==> config.mk <==
export PLATFORM = sky130hd
export DESIGN_NAME = fpu_mul_param
export DESIGN_NICKNAME = d
export VERILOG_FILES = /design/src/rtl/fpu_mul_param.sv
export SDC_FILE = /design/constraint.sdc
export NUM_CORES = 1
export LEC_CHECK = 0
export BUFFER_PORTS_ARGS = -buffer_cell sky130_fd_sc_hd__buf_2
export CORE_UTILIZATION = 55
export CTS_BUF_LIST = sky130_fd_sc_hd__clkbuf_16
export CTS_CLUSTER_DIAMETER = 40
export DETAILED_ROUTE_END_ITERATION = 7
export PLACE_DENSITY = 0.73
export SLEW_MARGIN = 10
export SYNTH_ARGS = -nofsm -noshare
export SYNTH_HDL_FRONTEND = slang
export SYNTH_SLANG_ARGS = --single-unit
==> constraint.sdc <==
create_clock -name clock -period 20.5 [get_ports clock]
set_clock_uncertainty 0.15 [all_clocks]
set_input_delay 2.05 -clock clock [delete_from_list [all_inputs] [get_ports clock]]
set_output_delay 2.05 -clock clock [all_outputs]
set_load 0.05 [all_outputs]
==> src/rtl/fpu_mul_param.sv <==
// Iterative IEEE-754 binary multiplier for any EXPW/FRACW format.
// Radix-2 shift-add significand product, then normalise, round-to-nearest-even and special-value override.
module fpu_mul_param #(
    parameter int EXPW  = 5,
    parameter int FRACW = 10
) (
    input  logic                clock,
    input  logic                reset,
    input  logic                start,
    input  logic [EXPW+FRACW:0] fpuIn1,
    input  logic [EXPW+FRACW:0] fpuIn2,
    output logic                busy,
    output logic                done,
    output logic [EXPW+FRACW:0] fpuOut,
    output logic [3:0]          condCodes,
    output logic [4:0]          opStatusFlags
);
    localparam int W    = 1 + EXPW + FRACW;
    localparam int SW   = FRACW + 1;
    localparam int PW   = 2 * SW;
    localparam int BIAS = (1 << (EXPW - 1)) - 1;
    localparam int MAXE = (1 << EXPW) - 1;
    localparam int EW   = EXPW + 2;
    localparam int CW   = $clog2(FRACW + 1);
    localparam int SHW  = $clog2(PW + 1);
    localparam int NW   = EW + SHW + 2;

    // Handshake: start is only looked at in IDLE or DONE; done is high for the single DONE cycle.
    typedef enum logic [1:0] {IDLE, MUL, NORM, DONE} state_t;
    state_t state, nextState;

    logic [SW-1:0]        mcand;
    logic [PW-1:0]        prod;
    logic [CW-1:0]        cnt;
    logic signed [EW-1:0] expSum;
    logic                 resSign;
    logic                 specHit, specHitQ;
    logic                 specInv, specInvQ;
    logic [W-1:0]         specRes, specResQ;

    logic                 accept;
    logic [EXPW-1:0]      exp1, exp2, eff1, eff2;
    logic [FRACW-1:0]     frac1, frac2;
    logic [SW-1:0]        sig1, sig2;
    logic                 nan1, nan2, snan1, snan2, inf1, inf2, zero1, zero2, sgn;
    logic [SW:0]          mulSum;

    assign accept = start && (state == IDLE || state == DONE);
    assign busy   = (state == MUL) || (state == NORM);
    assign done   = (state == DONE);

    always_comb begin
        nextState = state;
        case (state)
            IDLE:    if (start) nextState = MUL;
            MUL:     if (cnt == '0) nextState = NORM;
            NORM:    nextState = DONE;
            DONE:    nextState = start ? MUL : IDLE;
            default: nextState = IDLE;
        endcase
    end

    always_ff @(posedge clock or posedge reset) begin
        if (reset) state <= IDLE;
        else       state <= nextState;
    end

    // Operand decode and special-value classification, used on the accepting edge.
    always_comb begin
        exp1  = fpuIn1[W-2:FRACW];
        exp2  = fpuIn2[W-2:FRACW];
        frac1 = fpuIn1[FRACW-1:0];
        frac2 = fpuIn2[FRACW-1:0];
        sig1  = {exp1 != '0, frac1};
        sig2  = {exp2 != '0, frac2};
        eff1  = (exp1 == '0) ? EXPW'(1) : exp1;
        eff2  = (exp2 == '0) ? EXPW'(1) : exp2;
        nan1  = (&exp1) && (frac1 != '0);
        nan2  = (&exp2) && (frac2 != '0);
        snan1 = nan1 && !frac1[FRACW-1];
        snan2 = nan2 && !frac2[FRACW-1];
        inf1  = (&exp1) && (frac1 == '0);
        inf2  = (&exp2) && (frac2 == '0);
        zero1 = (exp1 == '0) && (frac1 == '0);
        zero2 = (exp2 == '0) && (frac2 == '0);
        sgn   = fpuIn1[W-1] ^ fpuIn2[W-1];

        specHit = 1'b0;
        specInv = 1'b0;
        specRes = '0;
        if (nan1 || nan2 || (inf1 && zero2) || (zero1 && inf2)) begin
            specHit = 1'b1;
            specInv = snan1 || snan2 || (inf1 && zero2) || (zero1 && inf2);
            specRes = {1'b0, {EXPW{1'b1}}, 1'b1, {(FRACW-1){1'b0}}};
        end else if (inf1 || inf2) begin
            specHit = 1'b1;
            specRes = {sgn, {EXPW{1'b1}}, {FRACW{1'b0}}};
        end else if (zero1 || zero2) begin
            specHit = 1'b1;
            specRes = {sgn, {(W-1){1'b0}}};
        end
    end

    // Multiplier sits in the low half of prod and shifts out LSB first as partial sums enter the top.
    assign mulSum = {1'b0, prod[PW-1:SW]} + (prod[0] ? {1'b0, mcand} : {(SW+1){1'b0}});

    logic [SHW-1:0]       lzc, shClamp;
    logic [PW-1:0]        normMant, mant;
    logic [2*PW-1:0]      wide;
    logic signed [NW-1:0] expSx, eNorm, shAmt, eBase, eFinal;
    logic                 tiny, lostBits, guardB, roundB, stickyB, roundUp, inexact, ovf;
    logic [SW:0]          rounded;
    logic [FRACW-1:0]     fracFinal;
    logic [W-1:0]         resOut;
    logic [4:0]           resFlags;
    logic [3:0]           resCc;

    always_comb begin
        lzc = SHW'(PW);
        for (int i = 0; i < PW; i++) begin
            if (prod[i]) lzc = SHW'(PW - 1 - i);
        end
        normMant = prod << lzc;
        // Leading one now sits at bit PW-1, which has weight 2^1 relative to expSum.
        expSx = {{(NW-EW){expSum[EW-1]}}, expSum};
        eNorm = expSx + NW'(1) - NW'(lzc);
        tiny  = (eNorm < 1);
        shAmt = NW'(1) - eNorm;
        shClamp = (shAmt > NW'(PW)) ? SHW'(PW) : shAmt[SHW-1:0];
        wide  = {normMant, {PW{1'b0}}} >> shClamp;
        if (tiny) begin
            mant     = wide[2*PW-1:PW];
            lostBits = |wide[PW-1:0];
            eBase    = '0;
        end else begin
            mant     = normMant;
            lostBits = 1'b0;
            eBase    = eNorm;
        end
        guardB  = mant[SW-1];
        roundB  = mant[SW-2];
        stickyB = (|mant[SW-3:0]) | lostBits;
        inexact = guardB | roundB | stickyB;
        roundUp = guardB & (roundB | stickyB | mant[SW]);
        rounded = {1'b0, mant[PW-1:SW]} + (SW+1)'(roundUp);
        // A carry out of a subnormal lands on the hidden bit and becomes the minimum normal.
        eFinal  = eBase + NW'(rounded[SW]) + NW'(tiny & rounded[SW-1]);
        ovf     = (eFinal >= NW'(MAXE));
        fracFinal = rounded[SW] ? rounded[SW-1:1] : rounded[FRACW-1:0];

        if (specHitQ) begin
            resOut   = specResQ;
            resFlags = {specInvQ, 4'b0000};
        end else if (ovf) begin
            resOut   = {resSign, {EXPW{1'b1}}, {FRACW{1'b0}}};
            resFlags = 5'b00101;
        end else begin
            resOut   = {resSign, eFinal[EXPW-1:0], fracFinal};
            resFlags = {3'b000, tiny & inexact, inexact};
        end
        resCc = {resOut[W-2:0] == '0, 1'b0, resOut[W-1], resFlags[2]};
    end

    always_ff @(posedge clock or posedge reset) begin
        if (reset) begin
            mcand         <= '0;
            prod          <= '0;
            cnt           <= '0;
            expSum        <= '0;
            resSign       <= 1'b0;
            specHitQ      <= 1'b0;
            specInvQ      <= 1'b0;
            specResQ      <= '0;
            fpuOut        <= '0;
            condCodes     <= '0;
            opStatusFlags <= '0;
        end else begin
            if (accept) begin
                mcand    <= sig1;
                prod     <= {{SW{1'b0}}, sig2};
                cnt      <= CW'(FRACW);
                expSum   <= EW'(eff1) + EW'(eff2) - EW'(BIAS);
                resSign  <= sgn;
                specHitQ <= specHit;
                specInvQ <= specInv;
                specResQ <= specRes;
            end else if (state == MUL) begin
                prod <= {mulSum, prod[SW-1:1]};
                cnt  <= cnt - CW'(1);
            end
            if (state == NORM) begin
                fpuOut        <= resOut;
                condCodes     <= resCc;
                opStatusFlags <= resFlags;
            end
        end
    end
endmodule

==> results.sh <==
export IMPL_ys_warn_count=0
export IMPL_hold_class="flip-flop to flip-flop"
export IMPL_worst_slew_pin_slew_ps=1100
export IMPL_syn2layout_area_growth_pct=7.27
export IMPL_grt_util_all_layers_pct=33.9
export IMPL_gr_total_overflow=0
export IMPL_setup_tns_ps=0
export IMPL_regArea_um2=1830
export IMPL_num_fill_cells=1334
export IMPL_multi_input_area_um2=6110
export IMPL_period_minus_slack_ps=11420
export IMPL_synth_most_common_cell="nand2_1"
export IMPL_viasPerCell=6.82
export IMPL_grt_max_degree=74
export IMPL_drt_total_wl_um=26400
export IMPL_cts_tree="done"
export IMPL_cp_slowest_cell="ha_1"
export IMPL_initial_core_util_pct=57.3
export IMPL_status="completed"
export IMPL_synth_seq_cells=73
export IMPL_num_rows=44
export IMPL_cts_repair_resized=0
export IMPL_firstDrtPassIters=6
export IMPL_num_vias=8802
export IMPL_rsz0062_at_grt="false"
export IMPL_max_stage_delay_ps=760
export IMPL_post_synth_top_area_cell="dfrtp_1"
export IMPL_post_drt_wl_per_cell_um=20.4
export IMPL_synthesis_area_um2=8460
export IMPL_ys_flop_type="dfrtp_1"
export IMPL_crit_type="flip-flop to flip-flop"
export IMPL_grt_pass1_wl_um=43200
export IMPL_die_area_um2=15900
export IMPL_synth_cells=1093
export IMPL_drt_iter0_drc=1070
export IMPL_nNetsFinal=1182
export IMPL_cts_max_level=3
export IMPL_synth_edf_count=0
export IMPL_die_height_um=126
export IMPL_cts_hold_buf=0
export IMPL_setup_slack_ps=9080
export IMPL_crit_arrival_ps=11520
export IMPL_die_x_um=126
export IMPL_yosysSeqAreaShare_pct=21.6
export IMPL_antenna_cells=0
export IMPL_max_cap_violations=0
export IMPL_async_flop_share_pct=100
export IMPL_cts_buffer_depth=2
export IMPL_antenna_found_initial=0
export IMPL_cp_common_cell="ha_1"
export IMPL_routabilityCongestion=0.985
export IMPL_grt_pass1_vias=8109
export IMPL_endpoint_kind="flip-flop"
export IMPL_finalHoldViolCount=0
export IMPL_synthTopCellsByArea="dfrtp_1, ha_1, nand2_1"
export IMPL_synth_common_cells="nand2_1, nor2_1, dfrtp_1"
export IMPL_drtAntennaViolNets=0
export IMPL_fmax_mhz=87.6
export IMPL_ios=62
export IMPL_startpoint_type="flip-flop"
export IMPL_drive_above_1_share_pct=13.1
export IMPL_dp_hpwl_um=19600
export IMPL_cp_max_fo=24
export IMPL_clk_pin_slew_worst_paths_ps=60
export IMPL_required_ps=20600
export IMPL_syn_area_per_cell_um2=7.74
export IMPL_yosys_area_top_type_share_pct=21.6
export IMPL_clock_latency_ps=340
export IMPL_post_cts_setup_buffers=0
export IMPL_relSlewSlack_pct=26.6
export IMPL_drc=0
export IMPL_port_buffer_count=59
export IMPL_synth_cell_types=95
export IMPL_clock_sinks=73
export IMPL_slew_violations=0
export IMPL_setup_viol=0
export IMPL_finalCritPeriodShare_pct=55.7
export IMPL_clockRootBuffer="clkbuf_16"
export IMPL_dpl_worst_slack_ps=9500
export IMPL_cts_buffers=9
export IMPL_coreArea_um2=14800
path summary, 6_finish.rpt:
path	startpoint	slack [ps]	endpoint	depth (start not counted)
max	prod[0]	9080	condCodes[3]	37
min	mcand[5]	320	mcand[5]	2
max reg2reg	prod[0]	9080	condCodes[3]	37
min reg2reg	mcand[5]	320	mcand[5]	2
max in group asynchronous	reset	17760	prod[13]	3
min in group asynchronous	reset	1820	fpuOut[7]	3
final cells by class:
cell class / instances / share of cell area (%)
Sequential cell: 73 / 20.1
Clock buffer: 9 / 2.48
Timing Repair Buffer: 69 / 4.08
Tap cell: 184 / 2.54
Clock inverter: 7 / 1.12
Multi-Input combinational cell: 892 / 67.3
Inverter: 56 / 2.32
metal layers:
metal	vias up	part of all wire (%)	track usage, %
met4	0	2.8	12.0
met3	65	9.3	7.43
li1	4102	-	-
met2	474	42	48.4
met1	4161	46	50.0
met5	-	0	0
cell families after synthesis:
logic type / count (synthesis) / share of synthesized area (%)
AOI/OAI and AO/OA: 363 / 31.8
other: 1 / 0.0443
DFF: 73 / 21.6
and+or+nand+nor: 399 / 23.4
buffers and inverters: 129 / 6.41
xor gates and xnor gates: 29 / 3.09
muxes: 53 / 6.54
adders and majority gates: 46 / 7.07
stage by stage:
step	utilization [%]	hold WS [ps]	instances	cell area, um^2
after floorplan	-	287	1094	8460
after global placement	59.3	303	1274	8740
after detailed placement	59.3	304	1274	8740
after CTS	61.5	320	1290	9070
after global routing	61.5	355	1290	9070
final	61.5	324	1290	9070
worst max-delay path, delay by kind of cell (launching register included):
family	cells	cell delay (ps)
buffers and inverters	3	790
and+or+nand+nor	12	2960
adders and majority gates	6	2250
AOI/OAI and AO/OA	14	3980
DFF	1	740
xor gates and xnor gates	2	420
cells in the final DEF, fill, tap and decap left out, types with 9 or more instances in the layout:
cell,netlist,layout
a22o_1,9,9
nor2_1,89,89
ha_1,43,43
o21ai_1,9,9
nand3_1,37,37
o21ai_0,65,65
o211ai_1,25,25
a211oi_1,16,16
nor2b_1,11,10
o22ai_1,12,12
nor3_1,25,25
a32o_1,9,9
o21bai_1,10,10
dfrtp_1,73,73
nand2_1,130,130
buf_2,19,59
xor2_1,11,11
xnor2_1,17,17
clkbuf_16,0,9
nor4_1,16,16
a21oi_1,45,45
and2_1,20,20
a31oi_1,17,17
a21o_1,13,13
buf_4,9,10
mux2i_1,44,44
inv_1,53,52
nand2b_1,11,11
sequential cells by signal, summed over array words and instances (netlist names):
| signal | cells |
|---|---|
| mcand | 11 |
| resSign | 1 |
| opStatusFlags | 3 |
| specHitQ | 1 |
| fpuOut | 15 |
| specInvQ | 1 |
| state | 2 |
| cnt | 4 |
| prod | 22 |
| specResQ | 3 |
| expSum | 7 |
| condCodes | 3 |
Power is left out: the tool's default activity adds up to more than one toggle a clock period on the data nets, which glitch-free logic cannot reach.
